`config.mk`:
```
export PLATFORM = sky130hd
export DESIGN_NAME = step_counter_flat
export DESIGN_NICKNAME = d
export VERILOG_FILES = /design/src/rtl/step_counter_pkg.sv /design/src/rtl/step_counter_if.sv /design/src/rtl/step_counter_next.sv /design/src/rtl/step_counter.sv /design/src/flat_wrapper.sv
export SDC_FILE = /design/constraint.sdc
export NUM_CORES = 1
export LEC_CHECK = 0
export CAP_MARGIN = 20
export CELL_PAD_IN_SITES_DETAIL_PLACEMENT = 1
export CELL_PAD_IN_SITES_GLOBAL_PLACEMENT = 1
export CORE_ASPECT_RATIO = 1.25
export CORE_MARGIN = 2
export CORE_UTILIZATION = 34
export CTS_BUF_LIST = sky130_fd_sc_hd__clkbuf_8 sky130_fd_sc_hd__clkbuf_16
export DETAILED_ROUTE_END_ITERATION = 16
export GPL_ROUTABILITY_DRIVEN = 1
export PLACE_DENSITY_LB_ADDON = 0.1
export SLEW_MARGIN = 20
export SYNTH_ARGS = -nofsm -noshare
export SYNTH_HDL_FRONTEND = slang
export SYNTH_HIERARCHICAL = 1
export SYNTH_SLANG_ARGS = --single-unit
```
`constraint.sdc`:
```
create_clock -name clk -period 5.2 [get_ports clk]
set_input_delay 1.04 -clock clk [delete_from_list [all_inputs] [get_ports clk]]
set_output_delay 1.04 -clock clk [all_outputs]
set_load 0.02 [all_outputs]
```
`src/rtl/step_counter_pkg.sv`:
```
// step_counter_pkg: encodings shared by the step counter slice.
//   mode_e  : boundary behaviour selected by the 2-bit mode input.
//   state_e : RUN / HALT states of the one-shot state machine.
package step_counter_pkg;

   typedef enum logic [1:0] {
      MODE_WRAP    = 2'b00,
      MODE_SAT     = 2'b01,
      MODE_ONESHOT = 2'b10,
      MODE_RSVD    = 2'b11   // decoded as wrap
   } mode_e;

   typedef enum logic {
      ST_RUN  = 1'b0,
      ST_HALT = 1'b1
   } state_e;

endpackage

```
`src/rtl/step_counter_if.sv`:
```
// step_counter_if: control/status bundle of the step counter.
//   en, load, load_val, up, step, limit, mode : driven by the master
//   count, tc, halted                          : driven by the counter (slave)
interface step_counter_if #(
   parameter int WIDTH  = 8,
   parameter int STEP_W = 4
) ();
   logic              en;
   logic              load;
   logic [WIDTH-1:0]  load_val;
   logic              up;
   logic [STEP_W-1:0] step;
   logic [WIDTH-1:0]  limit;
   logic [1:0]        mode;
   logic [WIDTH-1:0]  count;
   logic              tc;
   logic              halted;

   modport master (
      output en, load, load_val, up, step, limit, mode,
      input  count, tc, halted
   );

   modport slave (
      input  en, load, load_val, up, step, limit, mode,
      output count, tc, halted
   );
endinterface

```
`src/rtl/step_counter_next.sv`:
```
// step_counter_next: combinational next-value computation.
//   count, limit, step, up, mode : current value and step controls
//   nxt      : value the counter takes on an enabled step
//   tc       : boundary crossed (overflow above limit / underflow below 0)
//   halt_req : boundary crossed in one-shot mode
// All arithmetic is done one bit wider than the counter so count+step and
// limit+1 never wrap.
module step_counter_next
   import step_counter_pkg::*;
#(
   parameter int WIDTH  = 8,
   parameter int STEP_W = 4
) (
   input  logic [WIDTH-1:0]  count,
   input  logic [WIDTH-1:0]  limit,
   input  logic [STEP_W-1:0] step,
   input  logic              up,
   input  mode_e             mode,
   output logic [WIDTH-1:0]  nxt,
   output logic              tc,
   output logic              halt_req
);
   localparam int W1 = WIDTH + 1;

   logic [W1-1:0] c_x, l_x, s_x, span, sum;

   assign c_x  = {1'b0, count};
   assign l_x  = {1'b0, limit};
   assign s_x  = W1'(step);
   assign span = l_x + W1'(1);
   assign sum  = c_x + s_x;

   always_comb begin
      nxt      = count;
      tc       = 1'b0;
      halt_req = 1'b0;
      // a zero step is a no-op, even at or beyond a bound
      if (step != '0) begin
         if (up) begin
            // count already above a lowered limit also lands here
            if (sum > l_x) begin
               tc = 1'b1;
               case (mode)
                  MODE_SAT:     nxt = limit;
                  MODE_ONESHOT: begin nxt = limit; halt_req = 1'b1; end
                  default:      nxt = WIDTH'(sum - span);
               endcase
            end else begin
               nxt = sum[WIDTH-1:0];
            end
         end else begin
            if (s_x <= c_x) begin
               nxt = WIDTH'(c_x - s_x);
            end else begin
               tc = 1'b1;
               case (mode)
                  MODE_SAT:     nxt = '0;
                  MODE_ONESHOT: begin nxt = '0; halt_req = 1'b1; end
                  // oversized steps are not range-checked; result is the
                  // plain formula truncated to WIDTH
                  default:      nxt = WIDTH'(c_x + span - s_x);
               endcase
            end
         end
      end
   end

endmodule

```
`src/rtl/step_counter.sv`:
```
// step_counter: up/down counter with programmable step, upper limit and
// wrap / saturate / one-shot boundary behaviour.
//   clk : clock, rising edge
//   rst : synchronous active-high reset
//   sc  : step_counter_if.slave (controls in; count, tc, halted out)
// Priority per cycle is rst > load > en. Outputs are registered; halted
// reflects the registered FSM state.
module step_counter
   import step_counter_pkg::*;
#(
   parameter int WIDTH  = 8,
   parameter int STEP_W = 4
) (
   input  logic          clk,
   input  logic          rst,
   step_counter_if.slave sc
);
   logic [WIDTH-1:0] count_q, count_d, nxt, load_clip;
   logic             tc_q, tc_d, nxt_tc, halt_req;
   state_e           state_q, state_d;

   step_counter_next #(.WIDTH(WIDTH), .STEP_W(STEP_W)) u_next (
      .count    (count_q),
      .limit    (sc.limit),
      .step     (sc.step),
      .up       (sc.up),
      .mode     (mode_e'(sc.mode)),
      .nxt      (nxt),
      .tc       (nxt_tc),
      .halt_req (halt_req)
   );

   assign load_clip = (sc.load_val > sc.limit) ? sc.limit : sc.load_val;

   always_comb begin
      state_d = state_q;
      count_d = count_q;
      tc_d    = 1'b0;
      if (sc.load) begin
         count_d = load_clip;
         state_d = ST_RUN;
      end else if (sc.en && state_q == ST_RUN) begin
         count_d = nxt;
         tc_d    = nxt_tc;
         if (halt_req) state_d = ST_HALT;
      end
      // en in HALT is ignored: count holds, tc stays low
   end

   always_ff @(posedge clk) begin
      if (rst) begin
         count_q <= '0;
         tc_q    <= 1'b0;
         state_q <= ST_RUN;
      end else begin
         count_q <= count_d;
         tc_q    <= tc_d;
         state_q <= state_d;
      end
   end

   assign sc.count  = count_q;
   assign sc.tc     = tc_q;
   assign sc.halted = (state_q == ST_HALT);

endmodule

```
`src/flat_wrapper.sv`:
```
// flat-port wrapper written by rule: the top's interface ports become plain ports
module step_counter_flat import step_counter_pkg::*;
#(
   parameter int WIDTH  = 8,
   parameter int STEP_W = 4
)
  (clk, rst, sc_en, sc_load, sc_load_val, sc_up, sc_step, sc_limit, sc_mode, sc_count, sc_tc, sc_halted);
  step_counter_if #(.WIDTH(WIDTH), .STEP_W(STEP_W)) sc_i ();
  input  logic clk;
  input  logic rst;
  input wire logic [$bits(sc_i.en)-1:0] sc_en;
  input wire logic [$bits(sc_i.load)-1:0] sc_load;
  input wire logic [$bits(sc_i.load_val)-1:0] sc_load_val;
  input wire logic [$bits(sc_i.up)-1:0] sc_up;
  input wire logic [$bits(sc_i.step)-1:0] sc_step;
  input wire logic [$bits(sc_i.limit)-1:0] sc_limit;
  input wire logic [$bits(sc_i.mode)-1:0] sc_mode;
  output wire logic [$bits(sc_i.count)-1:0] sc_count;
  output wire logic [$bits(sc_i.tc)-1:0] sc_tc;
  output wire logic [$bits(sc_i.halted)-1:0] sc_halted;
  assign sc_i.en = sc_en;
  assign sc_i.load = sc_load;
  assign sc_i.load_val = sc_load_val;
  assign sc_i.up = sc_up;
  assign sc_i.step = sc_step;
  assign sc_i.limit = sc_limit;
  assign sc_i.mode = sc_mode;
  assign sc_count = sc_i.count;
  assign sc_tc = sc_i.tc;
  assign sc_halted = sc_i.halted;
  step_counter #(.WIDTH(WIDTH), .STEP_W(STEP_W)) u_core (.clk(clk), .rst(rst), .sc(sc_i));
endmodule
```
# ---- Yosys cells after proc, flatten, opt, wreduce, memory -nomap -nowiden
# Index checks and enable logic that the tools add are counted.
dict set report word_totals {
  regBits 10
  out_inout_bits 10
  in_bits 27
  elab_cells 43
}
dict set report op_classes {
  mux 17
  addsub 6
  n_eq_ne 2
  bitwise_logic 3
  n_lt_le_gt_ge 3
  n_reduce_logical 9
}
# operator count
set op_table {}
lappend op_table {{two-way mux 8 bit} 9}
lappend op_table {{subtractor 8 x 4 -> 8 bit} 2}
lappend op_table {{adder 8 x 4 -> 9 bit} 1}
lappend op_table {{greater-than comparator 9 x 8 -> 1 bit} 1}
lappend op_table {{adder 8 x 1 -> 8 bit (second input constant)} 1}
lappend op_table {{adder 8 bit} 1}
lappend op_table {{greater-than comparator 8 bit} 1}
lappend op_table {{less-or-equal comparator 4 x 8 -> 1 bit} 1}
lappend op_table {{two-way mux 1 bit} 8}
lappend op_table {{subtractor 8 bit} 1}
lappend op_table {{AND reduction 2 bit} 2}
lappend op_table {{nonzero test 2 bit} 2}
lappend op_table {{nonzero test 4 bit} 1}
lappend op_table {{OR reduction 2 bit} 2}
lappend op_table {{OR reduction 4 bit} 1}
lappend op_table {{inverter 1 bit} 3}
lappend op_table {{equality test 2 x 1 -> 1 bit (second input constant)} 1}
lappend op_table {{equality test 2 bit (second input constant)} 1}
lappend op_table {{logical AND 1 bit} 1}

# ---- Depth between registers and ports, before layout
dict set report depth {
  word_depth 9
  ltp_mapped 21
  ltp_nobuf 19
}

# ---- Cells and area by module
# Netlist, hierarchy kept.
# mod n_inst seq_area_each_um2 cells_per_inst area_per_inst_um2
set by_module_without_submodules {}
lappend by_module_without_submodules {step_counter_next 1 0.0 269 2016.9}
lappend by_module_without_submodules {step_counter 1 200.2 106 848.3}

# ---- Worst setup path after synthesis
# No wires, ideal clock.
dict set report synth_timing {
  kind {input port to flip-flop}
  startpoint {input port sc_step[0]}
  endpoint {register u_core.count_q[5], in the netlist u_core/sc.count[5]}
  cell_stages 19
  slack_ns 0.754
  arrival_ns 4.355
  cell_sequence {ha_1 > fa_1 > a21o_1 > a21oi_1 > or3_1 > xnor2_1 > ha_1 > a211oi_1 > o211ai_1 > o211ai_1 > o21ai_1 > clkbuf_1 > o311ai_0 > o211ai_1 > a22oi_1 > mux2i_1 > nor2_1 > a21oi_1 > a311oi_1}
}
dict set report synth_between {
  elab_chain_len 8
  word_cells_on_any_way 17
}
# item line_no
set synth_rtl {}
lappend synth_rtl {{from (decl)} flat_wrapper.sv:15} ;# input wire logic [$bits(sc_i.step)-1:0] sc_step;
lappend synth_rtl {{adder 8 x 4 -> 9 bit} step_counter_next.sv:31} ;# assign sum = c_x + s_x;
lappend synth_rtl {{subtractor 8 bit} step_counter_next.sv:46} ;# default: nxt = WIDTH'(sum - span);
lappend synth_rtl {{two-way mux 8 bit} step_counter_next.sv:43} ;# case (mode)
lappend synth_rtl {{two-way mux 8 bit} step_counter_next.sv:41} ;# if (sum > l_x) begin
lappend synth_rtl {{two-way mux 8 bit (*)} step_counter_next.sv:39} ;# if (up) begin
lappend synth_rtl {{two-way mux 8 bit (*)} step_counter_next.sv:38} ;# if (step != '0) begin
lappend synth_rtl {{named net u_core.nxt[5]} step_counter.sv:18} ;# logic [WIDTH-1:0] count_q, count_d, nxt, load_clip;
lappend synth_rtl {{two-way mux 8 bit (*)} step_counter.sv:42} ;# end else if (sc.en && state_q == ST_RUN) begin
lappend synth_rtl {{two-way mux 8 bit (*)} step_counter.sv:39} ;# if (sc.load) begin
lappend synth_rtl {{to (signal assigned)} step_counter.sv:56} ;# count_q <= count_d;
lappend synth_rtl {{to (decl)} step_counter.sv:18}
# The timed path passes the listed nets; every way through them passes the cells marked *. The select of a mux whose other input is x is not followed.
# A chain may end at the register's enable or synchronous reset.

# ---- Worst setup path in the final report
dict set report layout_timing {
  startpoint {input port sc_limit[0]}
  endpoint {register u_core.count_q[6], in the netlist u_core/sc.count[6]}
}
dict set report layout_between {
  elab_chain_len 9
  word_cells_on_any_way 15
}
# item line_no
set layout_rtl {}
lappend layout_rtl {{from (decl)} flat_wrapper.sv:16} ;# input wire logic [$bits(sc_i.limit)-1:0] sc_limit;
lappend layout_rtl {{adder 8 x 1 -> 8 bit} step_counter_next.sv:30} ;# assign span = l_x + W1'(1);
lappend layout_rtl {{adder 8 bit} step_counter_next.sv:61} ;# default: nxt = WIDTH'(c_x + span - s_x);
lappend layout_rtl {{subtractor 8 x 4 -> 8 bit} step_counter_next.sv:61}
lappend layout_rtl {{two-way mux 8 bit} step_counter_next.sv:56} ;# case (mode)
lappend layout_rtl {{two-way mux 8 bit} step_counter_next.sv:52} ;# if (s_x <= c_x) begin
lappend layout_rtl {{two-way mux 8 bit (*)} step_counter_next.sv:39}
lappend layout_rtl {{two-way mux 8 bit (*)} step_counter_next.sv:38}
lappend layout_rtl {{named net u_core.nxt[6]} step_counter.sv:18}
lappend layout_rtl {{two-way mux 8 bit (*)} step_counter.sv:42}
lappend layout_rtl {{two-way mux 8 bit (*)} step_counter.sv:39}
# Marks and branches as above.

==> key figures <==
Status
  • Status: completed

STA
  • # setup viols final: 0
  • Final worst-path setup slack: 260 ps
  • Clock skew: 2.76 ps
  • Final Hold Fails: 0
  • Setup TNS: 0 ps
  • Slew Limit Fails: 0
  • Worst slew margin: 31.2%
  • Max Fclk: 202 MHz
  • Slew @ Worst Pin: 1030 ps
  • Post-layout min period: 4940 ps
  • Fin crit share: 95.0%

Cells and area
  • Nets: 508
  • Area Growth Syn to Fin: 24.0%
  • Fin util: 43.4%
  • Layout cells sized above 1: 12.9%
  • Antenna Cells: 0

Global route
  • Vias in the first global route: 3112
  • Wire length of the first global-routing pass: 15800 µm
  • Grt total ovfl: 0
  • Initial antenna violation count: 0
  • Total GRT Usage: 21.9%
  • Largest net degree at the start of global routing: 19

Floorplan
  • DIE WIDTH: 86.1 µm
  • Die height: 107 µm
  • Die area: 9180 µm²
  • Initial core utilization: 35.0%
  • Std-Cell Rows: 37
  • Core footprint: 8190 µm²
  • I/O pin count: 37

Routing
  • Drt drc: 0
  • Routed WL per cell: 18.7 µm
  • Final WL: 9820 µm
  • Vias post-DR: 2970
  • Via-to-Cell Ratio: 5.66
  • Pre-antenna DRT Iters: 4
  • Initial DRC Count: 147
  • Routed Antenna Nets: 0

Clock tree
  • Post-CTS setup buffers: 0
  • CTS Buffer Depth: 2
  • Clock Pin Slew Worst Setup and Hold Paths: 50 ps
  • CTS H-tree depth: 1
  • Clock Tree Root: clkbuf_8
  • Post-CTS Hold Buffers: 0
  • Clock Latency Late Sink: 240 ps
  • TritonCTS sink count: 10
  • CTS tree: built
  • Cts bufs inserted: 3

Synth
  • EDFF count, synth: 0
  • FF+latch count, synth: 10
  • Syn Nets: 454
  • YS warnings: 6
  • Post-Syn Area: 2870 µm²
  • Post-synth top flop: dfxtp_1
  • Mapped Cells: 375
  • Area contributors post-synth: ha_1 20%, dfxtp_1 7.0%, inv_1 6.4%
  • Yosys cell types: 68
  • Largest area contributor in the netlist: ha_1
  • Top cell type's share of synthesized area: 19.7%
  • Post-synth top cells: 49 x inv_1, 45 x ha_1, 34 x nor2_1
  • Post-synth ARST share: 0%
  • Count leader, synth: inv_1
  • Sequential share of the synthesized area: 6.99%
  • Syn_area_per_cell: 7.64 µm²

Hold path
  • HP Class: reg2reg

Power
  • Leak: 1.59 nW
  • P_int: 418 µW
  • Pwr Density: 222 nW/µm²
  • Peak supply drop: 0.107 mV
  • Switching Share: 46.8%
  • Total Power: 787 µW
  • Power share of the combinational group: 74.6%
  • Switching pwr: 368 µW
  • Seq pwr share: 12.6%
  • Clock share of power: 12.8%

Setup path
  • Crit path arrival time: 5040 ps
  • Reg2reg end: u_core/sc.count[0]$_SDFFE_PP0P_
  • Crit-path slowest cell: fa_1
  • Critical Path Start Type: input port
  • Worst-path cell chain: clkdlybuf4s50_1, ha_1, xnor2_1, fa_1, inv_1, ha_1, a21o_1, a21oi_1, nor4b_1, o41ai_1, a211oi_1, o21ai_0, a22oi_1, mux2i_1, nor2_1, a21oi_1, a311oi_1
  • Worst r2r src: u_core/sc.count[0]$_SDFFE_PP0P_
  • Worst Path Max Fanout: 4
  • Worst setup startpoint: sc_limit[0]
  • R2R Setup Slk: 1130 ps
  • Crit path max-delay family: compound AO/OA/AOI/OAI gates
  • WS Path Type: in2reg
  • WP buf/inv: 2
  • Crit path capture type: flip-flop
  • Critical Path Stages: 17
  • WP data required: 5300 ps
  • R2R cell count: 18
  • Crit path to: u_core/sc.count[6]$_SDFFE_PP0P_
  • CP max stage delay: 490 ps

Placement
  • DPL Wire Length: 8350 µm
  • Number of port buffers: 36
  • Placement Setup Slack: -42.9 ps
  • Final GP Congestion: 0.903

Flow run
  • Max-cap violations: 0
-- power by group through the flow --
stage / clock network (mW) / logic [mW] / registers (mW)
2_1_floorplan: 0 / 0.395 / 0.101
4_1_cts: 0.103 / 0.585 / 0.0990
5_1_grt: 0.108 / 0.654 / 0.101
3_3_place_gp: 0 / 0.571 / 0.101
3_5_place_dp: 0 / 0.580 / 0.101
6_report: 0.101 / 0.587 / 0.0989
-- cell families (layout without fill, tap and decap cells) --
logic type	after synthesis	count (layout)	synth area share (%)
fa+ha+maj	52	52	24.5
mux	11	11	3.84
flops	10	10	6.99
buf+inv	64	117	9.26
simple gates	113	113	21.4
compound gates	101	101	26.2
xor+xnor	24	24	7.82
-- worst min-delay path, delay by kind of cell, from the launching register on --
kind | cells | cell delay [ps]
AND/OR/NAND/NOR | 1 | 50
flip-flops | 1 | 320
AO/OA/AOI/OAI | 1 | 120
-- worst min path at each step --
stage	to	slack [ps]	startpoint	cells past startpoint
2_1_floorplan	u_core/sc.halted$_SDFFE_PP0P_	590	u_core/sc.halted$_SDFFE_PP0P_	2
4_1_cts	u_core/sc.halted$_SDFFE_PP0P_	530	u_core/sc.halted$_SDFFE_PP0P_	2
5_1_grt	u_core/sc.halted$_SDFFE_PP0P_	620	u_core/sc.halted$_SDFFE_PP0P_	2
6_report	u_core/sc.halted$_SDFFE_PP0P_	530	u_core/sc.halted$_SDFFE_PP0P_	2
3_3_place_gp	u_core/sc.halted$_SDFFE_PP0P_	520	u_core/sc.halted$_SDFFE_PP0P_	2
3_5_place_dp	u_core/sc.halted$_SDFFE_PP0P_	520	u_core/sc.halted$_SDFFE_PP0P_	2
-- flip-flops by register name (all words and copies together) (netlist names) --
name	flops
u_core/sc.tc	1
u_core/sc.halted	1
u_core/sc.count	8
-- layout make-up --
class / count / area, µm²
tap: 97 / 121
inverter: 50 / 188
fill: 1039 / 4640
sequential: 10 / 200
multi-input combinational: 301 / 2420
clock buffer: 4 / 55.1
timing repair buffer: 63 / 563
-- cell usage in the layout (no fill, tap or decap), drive strengths merged, types with 11 or more instances in the layout --
cell / n
inv: 49
ha: 45
clkdlybuf4s50: 36
nor2: 34
a21oi: 28
buf: 27
nand2: 22
xnor2: 19
nand3: 14
o21ai: 12
mux2i: 11
o21a: 11
-- metrics by stage --
stage | hold WS (ps) | area [µm²] | std cells
after global placement | 521 | 3480 | 521
after detailed placement | 519 | 3480 | 521
after global routing | 617 | 3550 | 525
after floorplan | 588 | 2870 | 375
final | 529 | 3550 | 525
after CTS | 532 | 3530 | 525
-- routing by layer --
layer	wire length (µm)	vias up	share of wire [%]	GRT usage [%]
met4	193	0	2.0	7.14
met1	4170	1435	43	27.0
met2	5140	62	52	39.8
met5	0	-	0	0
met3	312	17	3.2	1.69
li1	-	1456	-	-
-- what timing repair did --
action / CTS / global route
endpoints found under the hold margin: 0 / 0
gates resized for setup: 0 / 4
endpoints found under the setup margin: 0 / 7
Power figures use the tool's default switching activity.
